[src/rtl/step_pulse_decoder_if.sv]
// Control inputs and status outputs of the step-pulse decoder.
// The master modport is the register/stimulus side; the slave modport is the decoder.
interface step_pulse_decoder_if #(
    parameter int C_STEP_NUMBER_WIDTH = 16,
    parameter int C_SPEED_DATA_WIDTH  = 16
);
    logic                           clk_en;
    logic                           i_drive;
    logic                           i_dir;
    logic                           pos_load;
    logic [C_STEP_NUMBER_WIDTH-1:0] pos_value;
    logic                           err_clr;
    logic [C_STEP_NUMBER_WIDTH-1:0] position;
    logic [C_STEP_NUMBER_WIDTH-1:0] step_count;
    logic                           state;
    logic [C_SPEED_DATA_WIDTH-1:0]  rt_period;
    logic                           period_valid;
    logic                           dir_err;
    logic                           pos_wrap;

    modport master (
        output clk_en, i_drive, i_dir, pos_load, pos_value, err_clr,
        input  position, step_count, state, rt_period, period_valid, dir_err, pos_wrap
    );

    modport slave (
        input  clk_en, i_drive, i_dir, pos_load, pos_value, err_clr,
        output position, step_count, state, rt_period, period_valid, dir_err, pos_wrap
    );
endinterface

[src/rtl/step_pulse_decoder.sv]
// Closed-loop monitor for a step/dir motor channel: synchronizes and deglitches drive/dir,
// tracks position and step count, measures the step period and flags direction-setup errors.
module step_pulse_decoder #(
    parameter int C_STEP_NUMBER_WIDTH = 16,
    parameter int C_SPEED_DATA_WIDTH  = 16,
    parameter int C_SYNC_STAGES       = 2,
    parameter int C_FILTER_LEN        = 3,
    parameter int C_DIR_SETUP         = 4
) (
    input  logic                clk,
    input  logic                reset,
    step_pulse_decoder_if.slave bus
);
    localparam int NW = C_STEP_NUMBER_WIDTH;
    localparam int SW = C_SPEED_DATA_WIDTH;
    localparam int FW = $clog2(C_FILTER_LEN + 1);
    localparam int DW = $clog2(C_DIR_SETUP + 1);
    localparam logic [NW-1:0] POS_MAX   = '1;
    localparam logic [SW-1:0] PER_MAX   = '1;
    localparam logic [FW-1:0] FILT_LAST = FW'(C_FILTER_LEN - 1);
    localparam logic [DW-1:0] DIR_OK    = DW'(C_DIR_SETUP);

    typedef enum logic {S_IDLE = 1'b0, S_RUNNING = 1'b1} state_t;

    function automatic logic [SW-1:0] per_sat_inc(input logic [SW-1:0] v, input logic en);
        return (en && (v != PER_MAX)) ? v + 1'b1 : v;
    endfunction

    function automatic logic [NW-1:0] cnt_sat_inc(input logic [NW-1:0] v);
        return (v != POS_MAX) ? v + 1'b1 : v;
    endfunction

    logic [C_SYNC_STAGES-1:0] r_drv_sync, r_dir_sync;
    logic [FW-1:0]            r_drv_fcnt, r_dir_fcnt;
    logic                     r_drv_filt, r_dir_filt, r_drv_prev, r_step;
    logic [DW-1:0]            r_dir_stab;
    logic [SW-1:0]            r_per, r_rt_period;
    logic [NW-1:0]            r_position, r_step_count;
    logic                     r_period_valid, r_dir_err, r_pos_wrap;
    state_t                   r_state, w_state_next;

    logic                     w_drv_s, w_dir_s, w_drv_flip, w_dir_flip, w_viol, w_wrap;
    logic [SW-1:0]            w_per_tick;

    assign w_drv_s    = r_drv_sync[C_SYNC_STAGES-1];
    assign w_dir_s    = r_dir_sync[C_SYNC_STAGES-1];
    assign w_drv_flip = (w_drv_s != r_drv_filt) && (r_drv_fcnt == FILT_LAST);
    assign w_dir_flip = (w_dir_s != r_dir_filt) && (r_dir_fcnt == FILT_LAST);
    assign w_per_tick = per_sat_inc(r_per, bus.clk_en);
    assign w_viol     = r_step && (r_dir_stab < DIR_OK);
    // A step overridden by pos_load never moves the position, so it cannot wrap either.
    assign w_wrap     = r_step && !bus.pos_load &&
                        (r_dir_filt ? (r_position == '0) : (r_position == POS_MAX));

    always_ff @(posedge clk) begin
        if (reset) begin
            r_drv_sync <= '0;
            r_dir_sync <= '0;
            r_drv_fcnt <= '0;
            r_dir_fcnt <= '0;
            r_drv_filt <= 1'b0;
            r_dir_filt <= 1'b0;
            r_drv_prev <= 1'b0;
            r_step     <= 1'b0;
            r_dir_stab <= '0;
        end else begin
            r_drv_sync <= {r_drv_sync[C_SYNC_STAGES-2:0], bus.i_drive};
            r_dir_sync <= {r_dir_sync[C_SYNC_STAGES-2:0], bus.i_dir};

            if (w_drv_s == r_drv_filt) begin
                r_drv_fcnt <= '0;
            end else if (w_drv_flip) begin
                r_drv_fcnt <= '0;
                r_drv_filt <= w_drv_s;
            end else begin
                r_drv_fcnt <= r_drv_fcnt + 1'b1;
            end

            if (w_dir_s == r_dir_filt) begin
                r_dir_fcnt <= '0;
            end else if (w_dir_flip) begin
                r_dir_fcnt <= '0;
                r_dir_filt <= w_dir_s;
            end else begin
                r_dir_fcnt <= r_dir_fcnt + 1'b1;
            end

            r_drv_prev <= r_drv_filt;
            r_step     <= r_drv_filt & ~r_drv_prev;

            if (w_dir_flip) begin
                r_dir_stab <= '0;
            end else if (r_dir_stab != DIR_OK) begin
                r_dir_stab <= r_dir_stab + 1'b1;
            end
        end
    end

    // Timeout fires on the cycle the period counter lands on all-ones.
    always_comb begin
        w_state_next = r_state;
        case (r_state)
            S_IDLE:    if (r_step) w_state_next = S_RUNNING;
            S_RUNNING: if (!r_step && (w_per_tick == PER_MAX)) w_state_next = S_IDLE;
            default:   w_state_next = S_IDLE;
        endcase
    end

    always_ff @(posedge clk) begin
        if (reset) begin
            r_state        <= S_IDLE;
            r_per          <= '0;
            r_rt_period    <= '0;
            r_period_valid <= 1'b0;
            r_step_count   <= '0;
            r_position     <= '0;
            r_dir_err      <= 1'b0;
            r_pos_wrap     <= 1'b0;
        end else begin
            r_state        <= w_state_next;
            r_period_valid <= 1'b0;

            if (r_step) begin
                r_per <= '0;
                if (r_state == S_RUNNING) begin
                    r_rt_period    <= w_per_tick;
                    r_period_valid <= 1'b1;
                    r_step_count   <= cnt_sat_inc(r_step_count);
                end else begin
                    r_step_count <= NW'(1);
                end
            end else begin
                r_per <= w_per_tick;
            end

            if (bus.pos_load) begin
                r_position <= bus.pos_value;
            end else if (r_step) begin
                r_position <= r_dir_filt ? r_position - 1'b1 : r_position + 1'b1;
            end

            if (w_viol) begin
                r_dir_err <= 1'b1;
            end else if (bus.err_clr) begin
                r_dir_err <= 1'b0;
            end

            if (w_wrap) begin
                r_pos_wrap <= 1'b1;
            end else if (bus.err_clr) begin
                r_pos_wrap <= 1'b0;
            end
        end
    end

    assign bus.position     = r_position;
    assign bus.step_count   = r_step_count;
    assign bus.state        = (r_state == S_RUNNING);
    assign bus.rt_period    = r_rt_period;
    assign bus.period_valid = r_period_valid;
    assign bus.dir_err      = r_dir_err;
    assign bus.pos_wrap     = r_pos_wrap;
endmodule

[src/flat_wrapper.sv]
// flat-port wrapper written by rule: the top's interface ports become plain ports
module step_pulse_decoder_flat 
#(
    parameter int C_STEP_NUMBER_WIDTH = 16,
    parameter int C_SPEED_DATA_WIDTH  = 16,
    parameter int C_SYNC_STAGES       = 2,
    parameter int C_FILTER_LEN        = 3,
    parameter int C_DIR_SETUP         = 4
)
  (clk, reset, bus_clk_en, bus_i_drive, bus_i_dir, bus_pos_load, bus_pos_value, bus_err_clr, bus_position, bus_step_count, bus_state, bus_rt_period, bus_period_valid, bus_dir_err, bus_pos_wrap);
  step_pulse_decoder_if #(.C_STEP_NUMBER_WIDTH(C_STEP_NUMBER_WIDTH), .C_SPEED_DATA_WIDTH(C_SPEED_DATA_WIDTH)) bus_i ();
  input  logic clk;
  input  logic reset;
  input wire logic [$bits(bus_i.clk_en)-1:0] bus_clk_en;
  input wire logic [$bits(bus_i.i_drive)-1:0] bus_i_drive;
  input wire logic [$bits(bus_i.i_dir)-1:0] bus_i_dir;
  input wire logic [$bits(bus_i.pos_load)-1:0] bus_pos_load;
  input wire logic [$bits(bus_i.pos_value)-1:0] bus_pos_value;
  input wire logic [$bits(bus_i.err_clr)-1:0] bus_err_clr;
  output wire logic [$bits(bus_i.position)-1:0] bus_position;
  output wire logic [$bits(bus_i.step_count)-1:0] bus_step_count;
  output wire logic [$bits(bus_i.state)-1:0] bus_state;
  output wire logic [$bits(bus_i.rt_period)-1:0] bus_rt_period;
  output wire logic [$bits(bus_i.period_valid)-1:0] bus_period_valid;
  output wire logic [$bits(bus_i.dir_err)-1:0] bus_dir_err;
  output wire logic [$bits(bus_i.pos_wrap)-1:0] bus_pos_wrap;
  assign bus_i.clk_en = bus_clk_en;
  assign bus_i.i_drive = bus_i_drive;
  assign bus_i.i_dir = bus_i_dir;
  assign bus_i.pos_load = bus_pos_load;
  assign bus_i.pos_value = bus_pos_value;
  assign bus_i.err_clr = bus_err_clr;
  assign bus_position = bus_i.position;
  assign bus_step_count = bus_i.step_count;
  assign bus_state = bus_i.state;
  assign bus_rt_period = bus_i.rt_period;
  assign bus_period_valid = bus_i.period_valid;
  assign bus_dir_err = bus_i.dir_err;
  assign bus_pos_wrap = bus_i.pos_wrap;
  step_pulse_decoder #(.C_STEP_NUMBER_WIDTH(C_STEP_NUMBER_WIDTH), .C_SPEED_DATA_WIDTH(C_SPEED_DATA_WIDTH), .C_SYNC_STAGES(C_SYNC_STAGES), .C_FILTER_LEN(C_FILTER_LEN), .C_DIR_SETUP(C_DIR_SETUP)) u_core (.clk(clk), .reset(reset), .bus(bus_i));
endmodule
[config.mk]
export PLATFORM = sky130hd
export DESIGN_NAME = step_pulse_decoder_flat
export DESIGN_NICKNAME = d
export VERILOG_FILES = /design/src/rtl/step_pulse_decoder_if.sv /design/src/rtl/step_pulse_decoder.sv /design/src/flat_wrapper.sv
export SDC_FILE = /design/constraint.sdc
export NUM_CORES = 1
export LEC_CHECK = 0
export CORE_ASPECT_RATIO = 1.75
export CORE_MARGIN = 2
export CORE_UTILIZATION = 60
export CTS_CLUSTER_DIAMETER = 60
export DETAILED_ROUTE_END_ITERATION = 12
export DONT_BUFFER_PORTS = 1
export PLACE_DENSITY = 0.86
export RECOVER_POWER = 100
export SLEW_MARGIN = 0
export SYNTH_ARGS = -nofsm -noshare
export SYNTH_HDL_FRONTEND = slang
export SYNTH_SLANG_ARGS = --single-unit
[constraint.sdc]
create_clock -name clk -period 5.38 [get_ports clk]
set_input_delay 1.076 -clock clk [delete_from_list [all_inputs] [get_ports clk]]
set_output_delay 1.076 -clock clk [all_outputs]
set_load 0.01 [all_outputs]
==> results.json <==
{
  "synth_cell_types": 64,
  "cts_tree": "built",
  "cts_made_buffers": 9,
  "worst_r2r_startpoint": "u_core.r_step",
  "track_usage": 0.2775,
  "hold_violations": 0,
  "synth_seq_cells": 83,
  "gr-total-overflow": 0,
  "grt_max_degree": 57,
  "dieArea_sq_um": 7994,
  "regToRegSetupSlack_ns": 2.08,
  "synth_top_cell_area_share": 0.3810,
  "crit_cells": 4,
  "syn_inst": 522,
  "fin_skew_ns": 0.006239,
  "clk_latency_ns": 0.34,
  "cp_slowest_cell": "o21bai_1",
  "ant_nets": 0,
  "cts_root_buf": "clkbuf_16",
  "crit_chain": "clkbuf_1 -> inv_1 -> o21bai_1 -> nor2_1",
  "postCtsHoldBufs": 0,
  "viasPerCell": 6.335,
  "die_w_um": 68.45,
  "place_hpwl_um": 7659,
  "antenna_found_initial": 0,
  "syn_avg_cell_area_sq_um": 8.356,
  "avgRoutedWirePerCell_um": 17.68,
  "fmax_mhz": 302.8,
  "max_cap_violations": 0,
  "cp_top_family": "buffers and inverters",
  "yosys_warnings": 0,
  "synthTopCellsByCount": "dfxtp_1 (83), nor2_1 (65), nand2_1 (44)",
  "end_kind": "flip-flop",
  "wirelength_um": 10660,
  "worstPathArrival_ns": 3.48,
  "drc": 0,
  "post-route-min-period_ns": 3.302,
  "cts_setup_buffers": 0,
  "worstSetupStartpointType": "flip-flop",
  "drtPass1Iterations": 4,
  "htreeDepth": 3,
  "clk_pin_slew_ns": 0.06,
  "setup_viol": 0,
  "yosys.area.top_type": "dfxtp_1",
  "yosysMostFrequentCell": "dfxtp_1",
  "max_stage_delay_ns": 0.98,
  "place_congestion": 0.9492,
  "p_leak_uw": 0.001688,
  "vias": 3820,
  "synthArstFlopShare": 0,
  "cts_resized": 0,
  "endpoint": "u_core.bus.step_count[5]",
  "powerDensity_nw_per_um2": 284.7,
  "path_buf_inv": 2,
  "fp-row-count": 41,
  "clock-sinks": 83,
  "num_io_pins": 75,
  "synthTopCellsByArea": "dfxtp_1 (38%), ha_1 (5.7%), nor2_1 (5.6%)",
  "outcome": "completed",
  "maxSlewViolCount": 0,
  "synth-edff-count": 0,
  "period_share": 0.6138,
  "cp_max_fo": 27,
  "slew_headroom": 0.1278,
  "grt_pass1_wl_um": 16900,
  "start_util": 0.6117,
  "power_uw": 1324,
  "r2r-end": "u_core.bus.step_count[5]",
  "fin_nets": 556,
  "grt_pass1_vias": 3697,
  "ys.flop_type": "dfxtp_1",
  "syn_area_sq_um": 4362,
  "coreArea_sq_um": 7131,
  "hp-class": "reg -> reg",
  "ys_seq_area_frac": 0.3810,
  "worst_r2r_path_depth": 4,
  "clk_path_buf_depth": 2,
  "required_ns": 5.55,
  "die_h_um": 116.8,
  "fin_setup_tns_ns": 0,
  "syn_to_final_growth_pct": 6.598,
  "vdd_drop_max_uv": 156.3,
  "crit_start": "u_core.r_step",
  "drive_gt1_frac": 0.04836,
  "synth_fp_nets": 566,
  "tightest_slew_ns": 1.308,
  "grt_setup_unrepaired": "no",
  "antenna_cells": 0,
  "io_buffers": 0,
  "worstSetupPathType": "reg -> reg",
  "dr.first_iter.drc_count": 238
}
==> cells by family (layout without fill, tap and decap cells) <==
family,count (synthesis),in the layout,share of synthesized area
XOR/XNOR,30,30,0.06196
flip-flops,83,83,0.3810
adder cells (fa/ha/maj),21,21,0.06196
AND/OR/NAND/NOR,226,226,0.2642
buffers and inverters,39,34,0.03385
AO/OA/AOI/OAI,115,115,0.1779
multiplexers,8,8,0.01922
==> worst reg2reg max path, stage by stage (launching register included) <==
cell and delay [ns]:
dfxtp_1 0.30, clkbuf_1 0.95, inv_1 0.75, o21bai_1 0.98, nor2_1 0.16
==> cell usage in the layout, fill, tap and decap left out, types with 6 or more instances in the layout <==
cell type   n
and3_1     12
nor2_1     65
nand4_1    15
o21ai_0    13
nand3_1    18
ha_1       20
xor2_1     15
or3_1       7
o22ai_1     6
a211oi_1   14
dfxtp_1    83
nand2_1    44
a31oi_1     7
xnor2_1    14
nor3_1     19
o21a_1      8
clkbuf_16   9
a21oi_1    37
inv_1      17
nor2b_1    11
==> sequential cells by signal, summed over array words and instances (netlist names) <==
signal and cells:
u_core.r_dir_fcnt 2, u_core.r_per 16, u_core.r_dir_sync 2, u_core.r_dir_filt 1, u_core.r_step 1, u_core.bus.state 1, u_core.bus.position 16, u_core.r_drv_sync 2
u_core.r_drv_filt 1, u_core.r_drv_fcnt 2, u_core.bus.dir_err 1, u_core.bus.step_count 16, u_core.bus.rt_period 16, u_core.bus.period_valid 1, u_core.r_drv_prev 1, u_core.bus.pos_wrap 1
u_core.r_dir_stab 3
==> how the worst min path moves through the flow <==
stage / start / endpoint / slack, ns / depth (start not counted)
5_1_grt: u_core.r_drv_prev / u_core.r_step / 0.40 / 1
6_report: u_core.r_drv_prev / u_core.r_step / 0.38 / 1
2_1_floorplan: u_core.r_drv_prev / u_core.r_step / 0.37 / 1
3_5_place_dp: u_core.r_drv_prev / u_core.r_step / 0.37 / 1
4_1_cts: u_core.r_drv_prev / u_core.r_step / 0.38 / 1
3_3_place_gp: u_core.r_drv_prev / u_core.r_step / 0.37 / 1
==> power by group <==
part	switching [uW]	internal (uW)
logic	37.6	29.9
registers	22.6	629
clock network	244	360
==> layer usage <==
metal / GRT usage / up-vias / routed length [um]
met4: 0.1333 / 0 / 275
met2: 0.5051 / 134 / 5747
met1: 0.2818 / 1800 / 3979
li1: - / 1862 / -
met5: 0 / - / 0
met3: 0.07266 / 24 / 661
==> cell type report <==
cell class | count | area, sq um
multi-input combinational | 400 | 2519
fill | 616 | 2481
sequential | 83 | 1662
clock buffer | 10 | 229.0
tap | 86 | 107.6
clock inverter | 6 | 65.06
inverter | 17 | 63.81
timing repair buffer | 1 | 3.754
==> stage by stage <==
step | worst slack (ns) | hold WS, ns | instance area (sq um) | utilization | cells
2_1_floorplan | 2.892 | 0.3674 | 4362 | - | 522
3_3_place_gp | 2.650 | 0.3730 | 4393 | 0.6161 | 587
3_5_place_dp | 2.547 | 0.3729 | 4393 | 0.6161 | 587
4_1_cts | 2.535 | 0.3788 | 4687 | 0.6573 | 603
5_1_grt | 1.832 | 0.3961 | 4649 | 0.6520 | 603
6_report | 2.078 | 0.3767 | 4649 | 0.6520 | 603
No activity file was read; power rests on OpenSTA's default activity.
